## src/rtl/overflow_flag_decoder.sv

```systemverilog
// overflow_flag_decoder: receives the overflow-marked AXI stream through a
// 2-entry skid buffer, strips the overflow flag bit from each forwarded beat
// and keeps saturating statistics about accepted and flagged beats.
module overflow_flag_decoder #(
    parameter int DATA_WIDTH = 128,
    parameter int FLAG_BIT   = 31,
    parameter int CNT_WIDTH  = 32
) (
    input  logic                  aclk,
    input  logic                  areset,
    input  logic                  input_axis_tvalid,
    output logic                  input_axis_tready,
    input  logic [DATA_WIDTH-1:0] input_axis_tdata,
    output logic                  output_axis_tvalid,
    input  logic                  output_axis_tready,
    output logic [DATA_WIDTH-1:0] output_axis_tdata,
    input  logic                  clear_stats,
    output logic                  overflow_sticky,
    output logic [CNT_WIDTH-1:0]  overflow_count,
    output logic [CNT_WIDTH-1:0]  beat_count,
    output logic [CNT_WIDTH-1:0]  first_overflow_index
);

    localparam logic [DATA_WIDTH-1:0] FLAG_MASK =
        {{(DATA_WIDTH-1){1'b0}}, 1'b1} << FLAG_BIT;

    logic [1:0]            occ;
    logic [1:0]            occ_next;
    logic [DATA_WIDTH-1:0] head;
    logic [DATA_WIDTH-1:0] tail;
    logic                  ready;
    logic                  accept;
    logic                  pop;
    logic                  flagged;
    logic [DATA_WIDTH-1:0] stripped;

    logic [CNT_WIDTH-1:0]  beat_base;
    logic [CNT_WIDTH-1:0]  ovf_base;
    logic [CNT_WIDTH-1:0]  first_base;
    logic                  sticky_base;

    // Counter increment that holds at all-ones instead of wrapping.
    function automatic logic [CNT_WIDTH-1:0] sat_inc(input logic [CNT_WIDTH-1:0] v);
        return (&v) ? v : v + CNT_WIDTH'(1);
    endfunction

    assign input_axis_tready  = ready;
    assign output_axis_tvalid = (occ != 2'd0);
    assign output_axis_tdata  = head;

    assign accept   = input_axis_tvalid & ready;
    assign pop      = output_axis_tvalid & output_axis_tready;
    assign flagged  = input_axis_tdata[FLAG_BIT];
    assign stripped = input_axis_tdata & ~FLAG_MASK;

    // Next buffer occupancy from the accept/pop pair; both together leave it unchanged.
    always_comb begin
        occ_next = occ;
        case ({accept, pop})
            2'b10:   occ_next = occ + 2'd1;
            2'b01:   occ_next = occ - 2'd1;
            default: occ_next = occ;
        endcase
    end

    // Statistics as seen after an optional clear, so a clear and an accept in the same cycle compose.
    always_comb begin
        beat_base   = clear_stats ? '0   : beat_count;
        ovf_base    = clear_stats ? '0   : overflow_count;
        first_base  = clear_stats ? '0   : first_overflow_index;
        sticky_base = clear_stats ? 1'b0 : overflow_sticky;
    end

    // Occupancy, registered ready and the head entry that drives the output.
    always_ff @(posedge aclk) begin
        if (areset) begin
            occ   <= 2'd0;
            ready <= 1'b1;
            head  <= '0;
        end else begin
            occ   <= occ_next;
            ready <= (occ_next < 2'd2);
            if (pop) begin
                if (occ == 2'd2) begin
                    head <= tail;
                end else if (accept) begin
                    head <= stripped;
                end
            end else if (accept && (occ == 2'd0)) begin
                head <= stripped;
            end
        end
    end

    // Second entry: only written when a beat lands behind a head that stays put.
    always_ff @(posedge aclk) begin
        if (accept && (occ == 2'd1) && !pop) begin
            tail <= stripped;
        end
    end

    // Beat and overflow statistics, updated only on an accepted beat or a clear.
    always_ff @(posedge aclk) begin
        if (areset) begin
            beat_count           <= '0;
            overflow_count       <= '0;
            first_overflow_index <= '0;
            overflow_sticky      <= 1'b0;
        end else begin
            beat_count           <= beat_base;
            overflow_count       <= ovf_base;
            first_overflow_index <= first_base;
            overflow_sticky      <= sticky_base;
            if (accept) begin
                beat_count <= sat_inc(beat_base);
                if (flagged) begin
                    overflow_count  <= sat_inc(ovf_base);
                    overflow_sticky <= 1'b1;
                    if (!sticky_base) begin
                        first_overflow_index <= beat_base;
                    end
                end
            end
        end
    end

endmodule

```

## config.mk

```make
export PLATFORM = sky130hd
export DESIGN_NAME = overflow_flag_decoder
export DESIGN_NICKNAME = d
export VERILOG_FILES = /design/src/rtl/overflow_flag_decoder.sv
export SDC_FILE = /design/constraint.sdc
export NUM_CORES = 1
export LEC_CHECK = 0
export ABC_AREA = 1
export CORE_ASPECT_RATIO = 0.75
export CORE_MARGIN = 2
export CORE_UTILIZATION = 47
export CTS_BUF_LIST = sky130_fd_sc_hd__clkbuf_8
export CTS_CLUSTER_SIZE = 10
export DETAILED_ROUTE_END_ITERATION = 8
export MAX_ROUTING_LAYER = met4
export PLACE_DENSITY = 0.76
export SLEW_MARGIN = 20
export SYNTH_ARGS = -nofsm -noshare
export SYNTH_HDL_FRONTEND = slang
export SYNTH_SLANG_ARGS = --single-unit
```

## constraint.sdc

```tcl
create_clock -name aclk -period 10.7 [get_ports aclk]
set_input_delay 1.605 -clock aclk [delete_from_list [all_inputs] [get_ports aclk]]
set_output_delay 1.605 -clock aclk [all_outputs]
set_load 0.1 [all_outputs]
```

---- Word level (Yosys, flattened, before mapping) ----
Cells that the tools add are included.
word-level totals
  word-level logic and storage cells ...... 49
  bits of input ports ..................... 133
  output and inout bits ................... 227
  register bits ........................... 355
operators by class
  bitwise logic cells ..................... 2
  add/sub/neg operators ................... 4
  eq/ne operators ......................... 5
  multiplexer cells ....................... 19
  reduce and logical (&&, ||, !) cells .... 10
  $lt $le $gt $ge ......................... 1
operators by type and width
  kind                                                  count
  2-to-1 mux 128 bit                                    4
  2-to-1 mux 32 bit                                     11
  adder 32 x 1 -> 32 bit (second input constant)        2
  AND reduction 32 bit                                  2
  equality test 2 x 1 -> 1 bit (second input constant)  2
  equality test 2 bit (second input constant)           2
  one-hot mux 2 bit (2 select lines)                    1
  nonzero test 2 bit                                    2
  logical AND 1 bit                                     3
  2-to-1 mux 1 bit                                      3
  != test 3 x 2 -> 1 bit (second input constant)        1
  adder 2 x 1 -> 2 bit (second input constant)          1
  AND 1 bit                                             2
  logical NOT 2 bit                                     1
  < comparator 2 bit (second input constant)            1
  AND reduction 2 bit                                   1
  subtractor 2 x 1 -> 2 bit (second input constant)     1
  logical NOT 1 bit                                     1

---- Longest topological paths before layout ----
  word-level depth ........................ 5
  mapped depth ............................ 18
  gate-level depth less buffers ........... 14

---- Least setup slack after synthesis ----
Ideal clock, no wire load.
  kind .................................... input to register
  start point ............................. in input_axis_tvalid
  end point ............................... reg tail[0] (enable)
  stages on the path ...................... 3
  buffers on the path ..................... 1
  arrival time ............................ 7,356 ps
  library setup time ...................... 615 ps
  path slack .............................. 2,730 ps
  data required time ...................... 10,085 ps
  cell sequence ........................... nand2_1 -> clkbuf_1 -> nor2_1
between the ends
  word-level cells in the longest chain between the ends .. 3
RTL lines
  item                             RTL line  source
  start, declared                  11        input logic input_axis_tvalid,
  AND 1 bit                        51        assign accept = input_axis_tvalid & ready;
  logical AND 1 bit (2 in series)  97        if (accept && (occ == 2'd1) && !pop) begin
  end signal, assigned             98        tail <= stripped;
  end, declared                    30        logic [DATA_WIDTH-1:0] tail;
No other way between the ends.
A chain may end at the register's enable or synchronous reset.

---- Final worst setup path ----
  start point ............................. in output_axis_tready
  end point ............................... reg head[5] (netlist: output_axis_tdata[5])
between the ends
  word-level cells in the longest chain between the ends .. 3
  elaborated cells between the ends (all ways) .. 5
  those cells by class .................... eq/ne: 1; mux: 1; bitwise: 1; reduce/logical: 2
RTL lines
  item                                                                    RTL line  source
  start, declared                                                         15        input logic output_axis_tready,
  AND 1 bit *                                                             52        assign pop = output_axis_tvalid & output_axis_tready;
  != test 3 x 2 -> 1 bit (no line) or nonzero test 2 bit (tied branches)  -
  AND reduction 2 bit (no line)                                           -
  end signal, assigned                                                    85        head <= tail;
  end signal, assigned                                                    87        head <= stripped;
  end signal, assigned                                                    90        head <= stripped;
  end, declared                                                           29        logic [DATA_WIDTH-1:0] head;
Every way passes the cells marked *; elsewhere a longest branch is shown, timed or not.

==> run metrics <==
share of total power in combinational logic 47.6%; GRT overflow 0; insertion delay of the later-clocked pin in the worst-skew pair just over 0.6 ns; cells along the critical path clkdlybuf4s50_1 -> nand2_1 -> inv_4 -> ha_1 -> inv_1 -> o21ai_0 -> inv_6 -> buf_4 -> o21ai_0 -> a31oi_1; global-route usage over all layers 28.22%; RePlAce Congestion 0.9415; count of final hold-check violations 0; buffer and inverter count on the worst path 5; outcome finished, final reports clean; Post-Route Skew around 0.028 ns; largest fanout of any net on the critical path 146; net switching power 2794 µW; largest voltage drop on the vdd net between 200 and 250 µV; Worst Path Class, Setup in2reg; DPL Wire Length about 31000 µm; prevailing post-synth register cell sky130_fd_sc_hd__dfxtp_1; # resized after CTS 0; multiplexer share of the synthesized area 0%; dominant cell by count in the synthesized netlist sky130_fd_sc_hd__nand2_1; CP required 11.24 ns; clock share of power 20.5%; Antenna Nets Post-Route 0; mean instance size in the synthesized netlist about 8.4 µm²; number of instances in the synthesized netlist roughly 1.8k; first element of the critical path output_axis_tready; slowest stage delay, CP 0.84 ns; setup fix buffers added after clock tree synthesis 0; number of global-route vias before repair 13.65k; switching power share of the total 50.13%; FILL cells ~2.8k; multi-input gate area in the final layout 5966 µm²; complex-gate fraction of the synthesized area between 10% and 20%; async set-reset flop share out of synthesis 0%; unrepaired setup endpoints after global routing false; post-cts hold buffer count 0; library cell with the largest summed area after synthesis sky130_fd_sc_hd__dfxtp_1; final count of pins violating max slew 0; P per Cell Area between 200 and 300 nW/µm²; Worst path top cell family by delay buffers and inverters; number of remaining DRC errors 0; cell with the largest stage delay on the worst path sky130_fd_sc_hd__buf_4; placed cells 2511; Ports between 300 and 400; top cells by area, synth sky130_fd_sc_hd__dfxtp_1, sky130_fd_sc_hd__edfxtp_1, sky130_fd_sc_hd__nand2_1; reg2reg start occ[0]; Clk pin slew, worst setup/hold paths 0.06 ns; clock tree from TritonCTS yes; htree depth 2; max-cap check violation count 0; buffer levels on the longest clock path 3; layout overhead on the synthesized area 31.45%; relative slew slack between 20 and 25%; startpoint type of the worst setup path input pin; post-synthesis cell type count 40; pin count of the biggest net entering global routing ~150; number of synthesis warnings 0; CTS Root Cell sky130_fd_sc_hd__clkbuf_8; initial core utilization 47.46%; Leakage Power between 0.007 and 0.008 µW; portion of synthesized cell area occupied by the leading cell type 29.70%; final WL ~47000 µm; Die Span X 212.3 µm; total nets after synthesis 1962; main combinational cell family by area after synthesis simple AND/OR/NAND/NOR gates; sink count of the clock tree 354; antenna violations before repair 10; Die Span Y around 160 µm; first-pass GRT wire length approximately 74000 µm; Register Area about 8400 µm²; number of vias in the routed layout 14.18k; fraction of layout instances using a drive strength above 1 6.734%; mapped cell area around 15000 µm²; sequential area share after synthesis between 50% and 60%; number of detailed-route iterations in the first pass 6; number of flops mapped to enable cells by yosys approximately 130; class of the worst hold path reg2reg; slew at the pin closest to its max-slew limit ~1.1 ns; # rows 57; non-filler cells, final 2620; Core Area 32240 µm²; final critical delay including setup and external delays 4.489 ns; Die Area 34020 µm²; routed wirelength normalized by instance count 18.12 µm; post-synthesis share of cell area spent on full adders, half adders and majority gates less than 1%; commonest cells in the netlist sky130_fd_sc_hd__nand2_1, sky130_fd_sc_hd__dfxtp_1, sky130_fd_sc_hd__nand3_1, sky130_fd_sc_hd__nor2_1, sky130_fd_sc_hd__o21ai_0; Nets 2265; Power Internal ~2800 µW; xor-xnor portion of the synthesized cell area less than 1%; CP most frequent cell sky130_fd_sc_hd__o21ai_0; total negative slack 0 ns; fraction of the mapped netlist area in simple logic gates around 25%; Finish-stage setup viols 0; crit end category flop; synthesis-stage register bit count 354; vias per cell 5.411; DRC violation total after the first TritonRoute iteration 1462; highest clock rate ~220 MHz; critical path arrival 5.02 ns; number of port buffers 358; share of the clock period used by the worst path 41.95%; origin of the worst min-delay path first_overflow_index[23]; sequential share of power 31.9%; clock buffers created by TritonCTS between 50 and 60
## per-stage QoR
step                      power (µW)  hold slack (ns)  util, %  instance area, µm²  worst slack, ns
after CTS                       5583           0.4769    62.30               20080            6.313
after global routing            5786           0.4858    62.39               20110            5.939
final                           5573           0.4709    62.39               20110            6.211
after global placement          4397           0.4626    58.93               19000            5.857
after floorplan                 3788           0.4536        -               15300            2.730
after detailed placement        4437           0.4649    58.93               19000            5.692
## layout by cell type, fill, tap and decap left out, types with 24 or more instances in the layout
cell type                         netlist  layout
sky130_fd_sc_hd__a21oi_1               41      41
sky130_fd_sc_hd__dfxtp_1              227     227
sky130_fd_sc_hd__nor2_1               191     190
sky130_fd_sc_hd__inv_1                110     129
sky130_fd_sc_hd__clkbuf_8               0      60
sky130_fd_sc_hd__o21ai_0              162     162
sky130_fd_sc_hd__nor2_2                24      24
sky130_fd_sc_hd__a31oi_1              127     127
sky130_fd_sc_hd__clkdlybuf4s50_1        0     356
sky130_fd_sc_hd__edfxtp_1             127     127
sky130_fd_sc_hd__nand2_1              382     380
sky130_fd_sc_hd__nand3_1              207     207
## power groups by stage
stage	Combinational, µW	Clock [µW]	Sequential [µW]
3_3_place_gp	2600	0	1790
5_1_grt	2770	1220	1800
2_1_floorplan	700	0	3090
6_report	2650	1140	1780
4_1_cts	2650	1160	1780
3_5_place_dp	2640	0	1800
## worst paths after layout
kind | slack (ns) | endpoint | cells past startpoint
min reg2reg | 0.47 | first_overflow_index[23] | 2
max reg2reg | 6.90 | output_axis_tdata[5] | 12
min | 0.47 | first_overflow_index[23] | 2
max | 6.21 | output_axis_tdata[5] | 10
## worst min-delay path, delay by kind of cell, from the launching register on
kind / cells / cell delay (ns)
flops: 1 / 0.31
compound gates: 1 / 0.06
simple gates: 1 / 0.06
## sequential cells by signal (all words and copies together), names as in the netlist
| signal | flops |
|---|---|
| overflow_sticky | 1 |
| occ | 2 |
| output_axis_tdata | 127 |
| overflow_count | 32 |
| first_overflow_index | 32 |
| input_axis_tready | 1 |
| tail | 127 |
| beat_count | 32 |
## cell families (layout without fill, tap and decap cells)
family / count (synthesis) / in the layout
flops: 354 / 354
compound gates: 359 / 359
simple gates: 853 / 853
xor+xnor: 8 / 8
fa+ha+maj: 7 / 7
other cells: 1 / 11
buf+inv: 240 / 586
## per-layer routing
layer	GRT usage, %	vias up	share of wire (%)
met1	36.31	6636	42
met3	7.965	103	9.8
met2	42.16	606	45
met5	-	-	0
li1	-	6833	-
met4	10.93	0	3.4
## area by class of cell
| cell class | instances | area share, % |
|---|---|---|
| Clock buffer | 60 | 4.106 |
| Multi-Input combinational cell | 1228 | 29.66 |
| Clock inverter | 39 | 1.288 |
| Tap cell | 442 | 2.750 |
| Timing Repair Buffer | 370 | 18.24 |
| Inverter | 117 | 2.271 |
| Antenna cell | 10 | 0.1244 |
| Sequential cell | 354 | 41.56 |
(Power assumes the default switching activity.)
